## config.mk

```make
export PLATFORM = sky130hd
export DESIGN_NAME = tl_d_beat_tracker_flat
export DESIGN_NICKNAME = d
export VERILOG_FILES = /design/src/rtl/tl_d_beat_tracker_if.sv /design/src/rtl/tl_d_beat_tracker.sv /design/src/flat_wrapper.sv
export SDC_FILE = /design/constraint.sdc
export NUM_CORES = 1
export LEC_CHECK = 0
export CORE_MARGIN = 3
export CORE_UTILIZATION = 47
export CTS_CLUSTER_DIAMETER = 80
export DETAILED_ROUTE_END_ITERATION = 10
export PLACE_DENSITY = 0.72
export SYNTH_ARGS = -nofsm -noshare
export SYNTH_HDL_FRONTEND = slang
export SYNTH_SLANG_ARGS = --single-unit
```

## constraint.sdc

```tcl
create_clock -name clock -period 2.6 [get_ports clock]
set_input_delay 0.39 -clock clock [delete_from_list [all_inputs] [get_ports clock]]
set_output_delay 0.39 -clock clock [all_outputs]
set_load 0.01 [all_outputs]
```

## src/rtl/tl_d_beat_tracker_if.sv

```systemverilog
// D-channel beat tracker bus: alloc side, response header in, per-beat metadata out,
// source free pulse and sticky error flags.
interface tl_d_beat_tracker_if #(
    parameter int SOURCE_BITS = 7,
    parameter int CNT_W       = 9
);
    logic                   alloc_valid;
    logic [SOURCE_BITS-1:0] alloc_source;
    logic                   in_valid;
    logic                   in_ready;
    logic [2:0]             in_opcode;
    logic [3:0]             in_size;
    logic [SOURCE_BITS-1:0] in_source;
    logic                   out_valid;
    logic                   out_ready;
    logic [2:0]             out_opcode;
    logic [SOURCE_BITS-1:0] out_source;
    logic [CNT_W-1:0]       out_beat;
    logic                   out_first;
    logic                   out_last;
    logic                   free_valid;
    logic [SOURCE_BITS-1:0] free_source;
    logic                   err_unexpected;
    logic                   err_interleave;
    logic                   err_size;

    modport master (
        output alloc_valid, alloc_source, in_valid, in_opcode, in_size, in_source, out_ready,
        input  in_ready, out_valid, out_opcode, out_source, out_beat, out_first, out_last,
               free_valid, free_source, err_unexpected, err_interleave, err_size
    );

    modport slave (
        input  alloc_valid, alloc_source, in_valid, in_opcode, in_size, in_source, out_ready,
        output in_ready, out_valid, out_opcode, out_source, out_beat, out_first, out_last,
               free_valid, free_source, err_unexpected, err_interleave, err_size
    );
endinterface

```

## src/rtl/tl_d_beat_tracker.sv

```systemverilog
// Expands D-channel response headers into registered per-beat metadata, tracks
// in-flight sources in a bitmap and raises sticky protocol-violation flags.
module tl_d_beat_tracker #(
    parameter int SOURCE_BITS     = 7,
    parameter int BEAT_BYTES_LOG2 = 3,
    parameter int MAX_SIZE_LOG2   = 12
) (
    input  logic                 clock,
    input  logic                 reset,
    tl_d_beat_tracker_if.slave   bus
);
    localparam int              CNT_W  = MAX_SIZE_LOG2 - BEAT_BYTES_LOG2;
    localparam int              NSRC   = 2 ** SOURCE_BITS;
    localparam logic [3:0]      MAX_SZ = 4'(MAX_SIZE_LOG2);
    localparam logic [3:0]      BB_SZ  = 4'(BEAT_BYTES_LOG2);

    typedef enum logic {S_IDLE, S_BURST} state_t;

    state_t                 r_state;
    state_t                 w_next_state;
    logic [CNT_W-1:0]       r_cnt;
    logic [SOURCE_BITS-1:0] r_burst_src;
    logic [NSRC-1:0]        r_bitmap;
    logic                   r_out_valid;
    logic [2:0]             r_out_opcode;
    logic [SOURCE_BITS-1:0] r_out_source;
    logic [CNT_W-1:0]       r_out_beat;
    logic                   r_out_first;
    logic                   r_out_last;
    logic                   r_free_valid;
    logic [SOURCE_BITS-1:0] r_free_source;
    logic                   r_err_unexpected;
    logic                   r_err_interleave;
    logic                   r_err_size;

    logic                   w_in_ready;
    logic                   w_accept;
    logic                   w_is_data;
    logic                   w_size_err;
    logic                   w_multi;
    logic [3:0]             w_shift;
    logic [CNT_W:0]         w_beats;
    logic [CNT_W-1:0]       w_beats_m1;
    logic                   w_interleave;
    logic [CNT_W-1:0]       w_cnt_eff;
    logic                   w_first;
    logic                   w_last;

    assign w_in_ready = ~r_out_valid | bus.out_ready;
    assign w_accept   = bus.in_valid & w_in_ready;
    assign w_is_data  = (bus.in_opcode == 3'd1) || (bus.in_opcode == 3'd5);
    assign w_size_err = bus.in_size > MAX_SZ;
    assign w_multi    = w_is_data & ~w_size_err & (bus.in_size > BB_SZ);
    assign w_shift    = bus.in_size - BB_SZ;
    assign w_beats    = (CNT_W + 1)'(1) << w_shift;
    assign w_beats_m1 = w_multi ? CNT_W'(w_beats - (CNT_W + 1)'(1)) : '0;

    // A source change mid-burst abandons the old burst and restarts the count.
    assign w_interleave = (r_state == S_BURST) && (bus.in_source != r_burst_src);
    assign w_cnt_eff    = w_interleave ? '0 : r_cnt;
    assign w_first      = (w_cnt_eff == '0);
    assign w_last       = (w_cnt_eff == w_beats_m1);

    always_comb begin
        w_next_state = r_state;
        if (w_accept) begin
            w_next_state = w_last ? S_IDLE : S_BURST;
        end
    end

    always_ff @(posedge clock or negedge reset) begin
        if (!reset) begin
            r_state <= S_IDLE;
        end else begin
            r_state <= w_next_state;
        end
    end

    always_ff @(posedge clock or negedge reset) begin
        if (!reset) begin
            r_cnt            <= '0;
            r_burst_src      <= '0;
            r_out_valid      <= 1'b0;
            r_out_opcode     <= '0;
            r_out_source     <= '0;
            r_out_beat       <= '0;
            r_out_first      <= 1'b0;
            r_out_last       <= 1'b0;
            r_free_valid     <= 1'b0;
            r_free_source    <= '0;
            r_err_unexpected <= 1'b0;
            r_err_interleave <= 1'b0;
            r_err_size       <= 1'b0;
        end else begin
            r_free_valid <= w_accept & w_last;
            if (w_accept) begin
                r_cnt         <= w_last ? '0 : w_cnt_eff + CNT_W'(1);
                r_burst_src   <= bus.in_source;
                r_out_valid   <= 1'b1;
                r_out_opcode  <= bus.in_opcode;
                r_out_source  <= bus.in_source;
                r_out_beat    <= w_cnt_eff;
                r_out_first   <= w_first;
                r_out_last    <= w_last;
                r_free_source <= bus.in_source;
                if (w_interleave) r_err_interleave <= 1'b1;
                if (w_size_err)   r_err_size       <= 1'b1;
                if (w_first && !r_bitmap[bus.in_source]) r_err_unexpected <= 1'b1;
            end else if (bus.out_ready) begin
                r_out_valid <= 1'b0;
            end
        end
    end

    // Alloc is applied after free so a same-edge alloc keeps the bit set.
    always_ff @(posedge clock or negedge reset) begin
        if (!reset) begin
            r_bitmap <= '0;
        end else begin
            if (w_accept && w_last) r_bitmap[bus.in_source]    <= 1'b0;
            if (bus.alloc_valid)    r_bitmap[bus.alloc_source] <= 1'b1;
        end
    end

    assign bus.in_ready       = w_in_ready;
    assign bus.out_valid      = r_out_valid;
    assign bus.out_opcode     = r_out_opcode;
    assign bus.out_source     = r_out_source;
    assign bus.out_beat       = r_out_beat;
    assign bus.out_first      = r_out_first;
    assign bus.out_last       = r_out_last;
    assign bus.free_valid     = r_free_valid;
    assign bus.free_source    = r_free_source;
    assign bus.err_unexpected = r_err_unexpected;
    assign bus.err_interleave = r_err_interleave;
    assign bus.err_size       = r_err_size;
endmodule
```

## src/flat_wrapper.sv

```systemverilog
// flat-port wrapper written by rule: the top's interface ports become plain ports
module tl_d_beat_tracker_flat 
#(
    parameter int SOURCE_BITS     = 7,
    parameter int BEAT_BYTES_LOG2 = 3,
    parameter int MAX_SIZE_LOG2   = 12
)
  (clock, reset, bus_alloc_valid, bus_alloc_source, bus_in_valid, bus_in_opcode, bus_in_size, bus_in_source, bus_out_ready, bus_in_ready, bus_out_valid, bus_out_opcode, bus_out_source, bus_out_beat, bus_out_first, bus_out_last, bus_free_valid, bus_free_source, bus_err_unexpected, bus_err_interleave, bus_err_size);
  tl_d_beat_tracker_if #(.SOURCE_BITS(SOURCE_BITS)) bus_i ();
  input  logic clock;
  input  logic reset;
  input wire logic [$bits(bus_i.alloc_valid)-1:0] bus_alloc_valid;
  input wire logic [$bits(bus_i.alloc_source)-1:0] bus_alloc_source;
  input wire logic [$bits(bus_i.in_valid)-1:0] bus_in_valid;
  input wire logic [$bits(bus_i.in_opcode)-1:0] bus_in_opcode;
  input wire logic [$bits(bus_i.in_size)-1:0] bus_in_size;
  input wire logic [$bits(bus_i.in_source)-1:0] bus_in_source;
  input wire logic [$bits(bus_i.out_ready)-1:0] bus_out_ready;
  output wire logic [$bits(bus_i.in_ready)-1:0] bus_in_ready;
  output wire logic [$bits(bus_i.out_valid)-1:0] bus_out_valid;
  output wire logic [$bits(bus_i.out_opcode)-1:0] bus_out_opcode;
  output wire logic [$bits(bus_i.out_source)-1:0] bus_out_source;
  output wire logic [$bits(bus_i.out_beat)-1:0] bus_out_beat;
  output wire logic [$bits(bus_i.out_first)-1:0] bus_out_first;
  output wire logic [$bits(bus_i.out_last)-1:0] bus_out_last;
  output wire logic [$bits(bus_i.free_valid)-1:0] bus_free_valid;
  output wire logic [$bits(bus_i.free_source)-1:0] bus_free_source;
  output wire logic [$bits(bus_i.err_unexpected)-1:0] bus_err_unexpected;
  output wire logic [$bits(bus_i.err_interleave)-1:0] bus_err_interleave;
  output wire logic [$bits(bus_i.err_size)-1:0] bus_err_size;
  assign bus_i.alloc_valid = bus_alloc_valid;
  assign bus_i.alloc_source = bus_alloc_source;
  assign bus_i.in_valid = bus_in_valid;
  assign bus_i.in_opcode = bus_in_opcode;
  assign bus_i.in_size = bus_in_size;
  assign bus_i.in_source = bus_in_source;
  assign bus_i.out_ready = bus_out_ready;
  assign bus_in_ready = bus_i.in_ready;
  assign bus_out_valid = bus_i.out_valid;
  assign bus_out_opcode = bus_i.out_opcode;
  assign bus_out_source = bus_i.out_source;
  assign bus_out_beat = bus_i.out_beat;
  assign bus_out_first = bus_i.out_first;
  assign bus_out_last = bus_i.out_last;
  assign bus_free_valid = bus_i.free_valid;
  assign bus_free_source = bus_i.free_source;
  assign bus_err_unexpected = bus_i.err_unexpected;
  assign bus_err_interleave = bus_i.err_interleave;
  assign bus_err_size = bus_i.err_size;
  tl_d_beat_tracker #(.SOURCE_BITS(SOURCE_BITS), .BEAT_BYTES_LOG2(BEAT_BYTES_LOG2), .MAX_SIZE_LOG2(MAX_SIZE_LOG2)) u_core (.clock(clock), .reset(reset), .bus(bus_i));
endmodule
```

=== Yosys cells after proc, flatten, opt, wreduce, memory -nomap -nowiden ===
Index checks and enable logic that the tools add are counted.

* Register bits after elaboration: 164
* Bits of input ports: 26
* Word-level logic and storage cells: 63

* Add/sub/neg operators: 3
* Order comparisons: 6
* Eq/ne operators: 4
* Shift operators: 1
* Mux-type cells: 14
* Bitwise operators: 10
* Reduce and logical (&&, ||, !) cells: 12

{| class="wikitable"
|+ Operator list
! cell !! count
|-
| $mux 128 || 2
|-
| $and 128x128->128 || 1
|-
| $not 128->128 || 1
|-
| $or 128x128->128 || 1
|-
| $mux 9 || 3
|-
| $lt 7x8->1 const B || 2
|-
| $demux 1 s7 || 2
|-
| $ge 7x1->1 const B || 2
|-
| $add 9x1->9 const B || 1
|-
| $eq 9x9->1 || 1
|-
| $logic_not 9->1 || 1
|-
| $shl 1x4->9 const A || 1
|-
| $sub 9x1->9 const B || 1
|-
| $bmux 1 s7 || 1
|-
| $ne 7x7->1 || 1
|-
| $mux 1 || 6
|-
| $reduce_and 2->1 || 3
|-
| $logic_and 1x1->1 || 5
|-
| $and 1x1->1 || 4
|-
| $gt 4x2->1 const B || 1
|-
| $gt 4x4->1 const B || 1
|-
| $sub 4x2->4 const B || 1
|-
| $eq 3x1->1 const B || 1
|-
| $eq 3x3->1 const B || 1
|-
| 5 further kinds || 6
|}

=== Logic depth before layout (Yosys ltp) ===
* Depth after elaboration: 10
* Gate-level depth with buffers: 15
* Gate-level depth less buffers: 12

=== Worst setup path after synthesis ===
No wires, ideal clock.

* Path kind: input to register
* From: input port bus_in_size[2]
* To: register u_core.r_bitmap[60]
* Setup time: 0.134 ns
* Arrival: 3.212 ns
* Setup slack: -0.746 ns
* Stages on the path: 15
* Cells stage by stage: clkbuf_1 > nor2_1 > nand3_1 > ha_1 > clkbuf_1 > and4bb_1 > nand2_1 > a221o_1 > a211o_1 > a22oi_2 > nand4_4 > buf_6 > buf_6 > o41ai_1 > o21ai_1

* Longest elaborated chain between the ends: 10
* Elaborated cells on any way between the ends: 14
* Those cells by class: add/sub (2); order compare (2); eq/ne (1); shift (1); mux (3); bitwise (4); reduce/logical (1)

{| class="wikitable"
|+ Ends and longest elaborated chain
! item !! line !! RTL
|-
| from (decl) || flat_wrapper.sv:16 || <nowiki>input wire logic [$bits(bus_i.in_size)-1:0] bus_in_size;</nowiki>
|-
| branches (longest 4 deep; another with $sub 9x1->9) || n/a ||
|-
| $mux 9 * || tl_d_beat_tracker.sv:56 || <nowiki>assign w_beats_m1 = w_multi ? CNT_W'(w_beats - (CNT_W + 1)'(1)) : '0;</nowiki>
|-
| $eq 9x9->1 * || tl_d_beat_tracker.sv:62 || <nowiki>assign w_last = (w_cnt_eff == w_beats_m1);</nowiki>
|-
| $logic_and 1x1->1 * || tl_d_beat_tracker.sv:120 || <nowiki>if (w_accept && w_last) r_bitmap[bus.in_source] <= 1'b0;</nowiki>
|-
| $mux 128 * || tl_d_beat_tracker.sv:120 ||
|-
| $or 128x128->128 (no source line) || n/a ||
|-
| $mux 128 * || tl_d_beat_tracker.sv:121 || <nowiki>if (bus.alloc_valid) r_bitmap[bus.alloc_source] <= 1'b1;</nowiki>
|-
| to (signal assigned) || tl_d_beat_tracker.sv:118 || <nowiki>r_bitmap <= '0;</nowiki>
|-
| to (signal, indexed assignment) || tl_d_beat_tracker.sv:120 ||
|-
| to (signal, indexed assignment) || tl_d_beat_tracker.sv:121 ||
|-
| to (decl) || tl_d_beat_tracker.sv:23 || <nowiki>logic [NSRC-1:0] r_bitmap;</nowiki>
|}

Every way passes the cells marked *.
A chain may end at the register's enable or synchronous reset.

=== Final worst setup path ===
* From: register u_core.r_cnt[2]
* To: register u_core.r_bitmap[26]

* Longest elaborated chain between the ends: 6

{| class="wikitable"
|+ Ends and longest elaborated chain
! item !! line !! RTL
|-
| from (decl) || tl_d_beat_tracker.sv:21 || <nowiki>logic [CNT_W-1:0] r_cnt;</nowiki>
|-
| from (signal assigned) || tl_d_beat_tracker.sv:97 || <nowiki>r_cnt <= w_last ? '0 : w_cnt_eff + CNT_W'(1);</nowiki>
|-
| $mux 9 * || tl_d_beat_tracker.sv:60 || <nowiki>assign w_cnt_eff = w_interleave ? '0 : r_cnt;</nowiki>
|-
| $eq 9x9->1 * || tl_d_beat_tracker.sv:62 ||
|-
| $logic_and 1x1->1 * || tl_d_beat_tracker.sv:120 ||
|-
| $mux 128 * || tl_d_beat_tracker.sv:120 ||
|-
| $or 128x128->128 (no source line) || n/a ||
|-
| $mux 128 * || tl_d_beat_tracker.sv:121 ||
|}

Every way passes the cells marked *; elsewhere a longest branch is shown, timed or not.

==> run metrics <==
main area contributors after synthesis dfrtp_1 46%, o21ai_0 7.3%, o41ai_1 6.5%, nand2_1 4.3%, o2bb2ai_1 3.3%; Ant. Diodes 0; Req. time, crit path 2900 ps; Clock Tree Buf Depth 2; Routability Congestion 0.972; Psw roughly 2500 uW; global-route wire length before repair around 48000 um; cell-internal power roughly 5300 uW; FFs w/ async S/R, synth 100%; Vias per Instance around 6.8; Clk network pwr share between 30 and 40%; Seq/Total Area, Yosys 45.9%; Hold Crit Class register to register; Die W approximately 140 um; most common cell after layout, fill and taps aside dfrtp_1; Antenna Nets Post-Route 0; Post-Route WL around 32000 um; FP Rows about 50; sw frac 32.4%; PwrDens between 600 and 700 nW/um^2; critical path class register to register; final setup fails just over 90; synth unique cells 66; crit path time final roughly 2800 ps; number of flops mapped to enable cells by yosys 0; synthesis-to-layout area growth 38.6%; DR DRC count 0; Fin Hold WS 466 ps; max incr delay on CP about 560 ps; first-pass iteration count of the detailed router 6; area of the multi-input gates about 5200 sq um; Worst setup EP type register; Hold Path Origin u_core.bus.err_interleave$_DFFE_PN0P_; Synth Area per Inst roughly 9.4 sq um; synth warn 0; fmax between 300 and 400 MHz; count of buffers from port buffering a little under 60; Vias ~9000; H-tree depth 4; Setup TNS Final -6280 ps; Synth top area share a little under half; Initial DRC Count approximately 1300; area leader, netlist dfrtp_1; HPWL after detailed placement 19700 um; Sequential Area 4100 sq um; fillers 1363; worst slack at placement -1210 ps; Worst EP arrival between 3000 and 4000 ps; Final Hold Viols 0; CTS tree built; clk slew on worst S/H paths ~80 ps; Slowest cell on crit path or4_4; RSZ-0062 raised after global routing yes; vias in the first global route between 8000 and 9000; Fin Clk Skew a little over 9 ps; die area a little over 20000 sq um; cts bufs inserted 17; root buf cell clkbuf_16; reg2reg start u_core.r_cnt[2]$_DFFE_PN0P_; FF+latch count, synth roughly 160; core area ~18000 sq um; Clk Latency, worst-skew pair between 400 and 500 ps; Worst slew margin around 15%; Comb pwr share approximately 28%; crit path launch type register; Final period util 106%; Static Leak a little under 0.005 uW; Critical path origin u_core.r_cnt[2]$_DFFE_PN0P_; most frequent cells in the layout 164 x dfrtp_1, 139 x buf_4, 102 x nand2_1, 93 x o21ai_1; Initial Util between 40 and 50%; Die Y around 140 um; NumNets Final ~1100; failing checks setup timing; clock sink count 164; final worst setup slack -159 ps; initial antenna violation count 0; Total GRT Usage between 20% and 30%; Slew Limit Fails 0; sequential power share between 40% and 50%; Mapped Nets around 980; MaxCap Viol Count 0; critical path fanouts, max 8; total gr overflow 0; critical-path cell list or4_4 -> o32ai_4 -> nor3b_2 -> o22ai_2 -> a22oi_2 -> nand4_4 -> buf_12 -> buf_12 -> buf_6 -> o41ai_4 -> o21ai_1; Tightest Pin Transition 1280 ps; largest net degree at the start of global routing 62; Peak VDD IR 0.000554 V; IO Count 60; Mapped Cells between 900 and 1000; run status complete, but fails checks; share of layout cells above drive strength 1 a little under a third; Post-synth top flop dfrtp_1; WL per Instance roughly 24 um; crit-path most repeated cell buf_12; synthesized area a little under 9000 sq um
worst paths after layout:
path | end | slack [ps] | depth (start not counted)
worst max-delay path | u_core.r_bitmap[26]$_DFF_PN0_ | -160 | 11
worst min-delay path | u_core.bus.err_interleave$_DFFE_PN0P_ | 470 | 1
worst max register to register | u_core.r_bitmap[26]$_DFF_PN0_ | -160 | 11
worst min register to register | u_core.bus.err_interleave$_DFFE_PN0P_ | 470 | 1
max in group asynchronous | u_core.r_bitmap[46]$_DFF_PN0_ | 1270 | 3
min in group asynchronous | u_core.r_bitmap[52]$_DFF_PN0_ | 520 | 2
worst max-delay path: cells and delay by family (launching register included):
family	cells	cell delay, ps
flip-flops	1	390
buffers and inverters	3	460
AND/OR/NAND/NOR	3	900
AO/OA/AOI/OAI	5	860
power by group through the flow:
stage	combinational, uW	clock [uW]	sequential, uW
after floorplan	959	0	3090
after global placement	1650	0	3110
after detailed placement	1680	0	3120
after CTS	1860	2560	3090
after global routing	2290	2670	3160
final	2150	2550	3140
layer usage:
| layer | track usage (%) | part of all wire, % | wire length, um | up-vias |
|---|---|---|---|---|
| met5 | 0 | 0 | 0 | - |
| li1 | - | - | - | 3911 |
| met2 | 45.7 | 46 | 14700 | 620 |
| met4 | 13.0 | 4.1 | 1330 | 0 |
| met3 | 6.49 | 10 | 3340 | 137 |
| met1 | 40.9 | 40 | 12700 | 4442 |
per-stage QoR:
stage	util, %	power [uW]	area (sq um)	instances
2_1_floorplan	-	4050	9110	946
3_3_place_gp	57.9	4760	10600	1272
3_5_place_dp	57.9	4800	10600	1272
4_1_cts	63.3	7520	11600	1314
5_1_grt	67.5	8120	12400	1330
6_report	67.5	7850	12400	1330
kinds of logic after synthesis:
family	after synthesis	synth area share, %
DFF	164	45.9
buffers and inverters	111	5.31
xor gates and xnor gates	11	1.08
adders and majority gates	3	0.420
and+or+nand+nor	284	15.8
AOI/OAI and AO/OA	341	26.6
muxes	32	4.79
area by class of cell:
| class | count | share of cell area [%] |
|---|---|---|
| well taps | 229 | 2.31 |
| multi-input cells | 671 | 42.3 |
| clock buffers | 17 | 3.44 |
| repair buffers | 223 | 17.0 |
| clock inverters | 15 | 1.37 |
| inverters | 11 | 0.435 |
| flip-flops and latches | 164 | 33.2 |
what timing repair did:
item / in CTS / in global routing
resized for setup: 125 / 102
hold buffers: 1 / 0
setup buffers: 6 / 13
hold endpoints to repair: 57 / 0
cloned: 3 / 3
pin swaps: 18 / 34
setup endpoints to repair: 140 / 138
sequential cells by signal, summed over array words and instances (netlist names):
register	count
u_core.bus.err_interleave	1
u_core.bus.err_size	1
u_core.bus.err_unexpected	1
u_core.bus.free_valid	1
u_core.bus.out_beat	9
u_core.bus.out_first	1
u_core.bus.out_last	1
u_core.bus.out_opcode	3
u_core.bus.out_valid	1
u_core.r_bitmap	128
u_core.r_burst_src	7
u_core.r_cnt	9
u_core.r_state	1
synthesized netlist by cell type (5+ instances only):
| master | count |
|---|---|
| nand3_1 | 26 |
| o31ai_1 | 21 |
| nand4_1 | 39 |
| buf_2 | 13 |
| nor2b_1 | 11 |
| inv_1 | 10 |
| a221oi_1 | 14 |
| mux2i_1 | 18 |
| buf_4 | 7 |
| o41ai_1 | 66 |
| a21oi_1 | 19 |
| and3_1 | 6 |
| and2_1 | 5 |
| nor3_1 | 10 |
| clkbuf_1 | 68 |
| a22oi_1 | 7 |
| mux2_2 | 6 |
| nor2_1 | 44 |
| nand3b_1 | 7 |
| xnor2_1 | 7 |
| o211ai_1 | 6 |
| or3_1 | 5 |
| o21ai_0 | 130 |
| nand2_1 | 103 |
| mux4_2 | 8 |
| buf_1 | 10 |
| o2bb2ai_1 | 34 |
| dfrtp_1 | 164 |
| nand2b_1 | 12 |
Power figures use the tool's default switching activity.
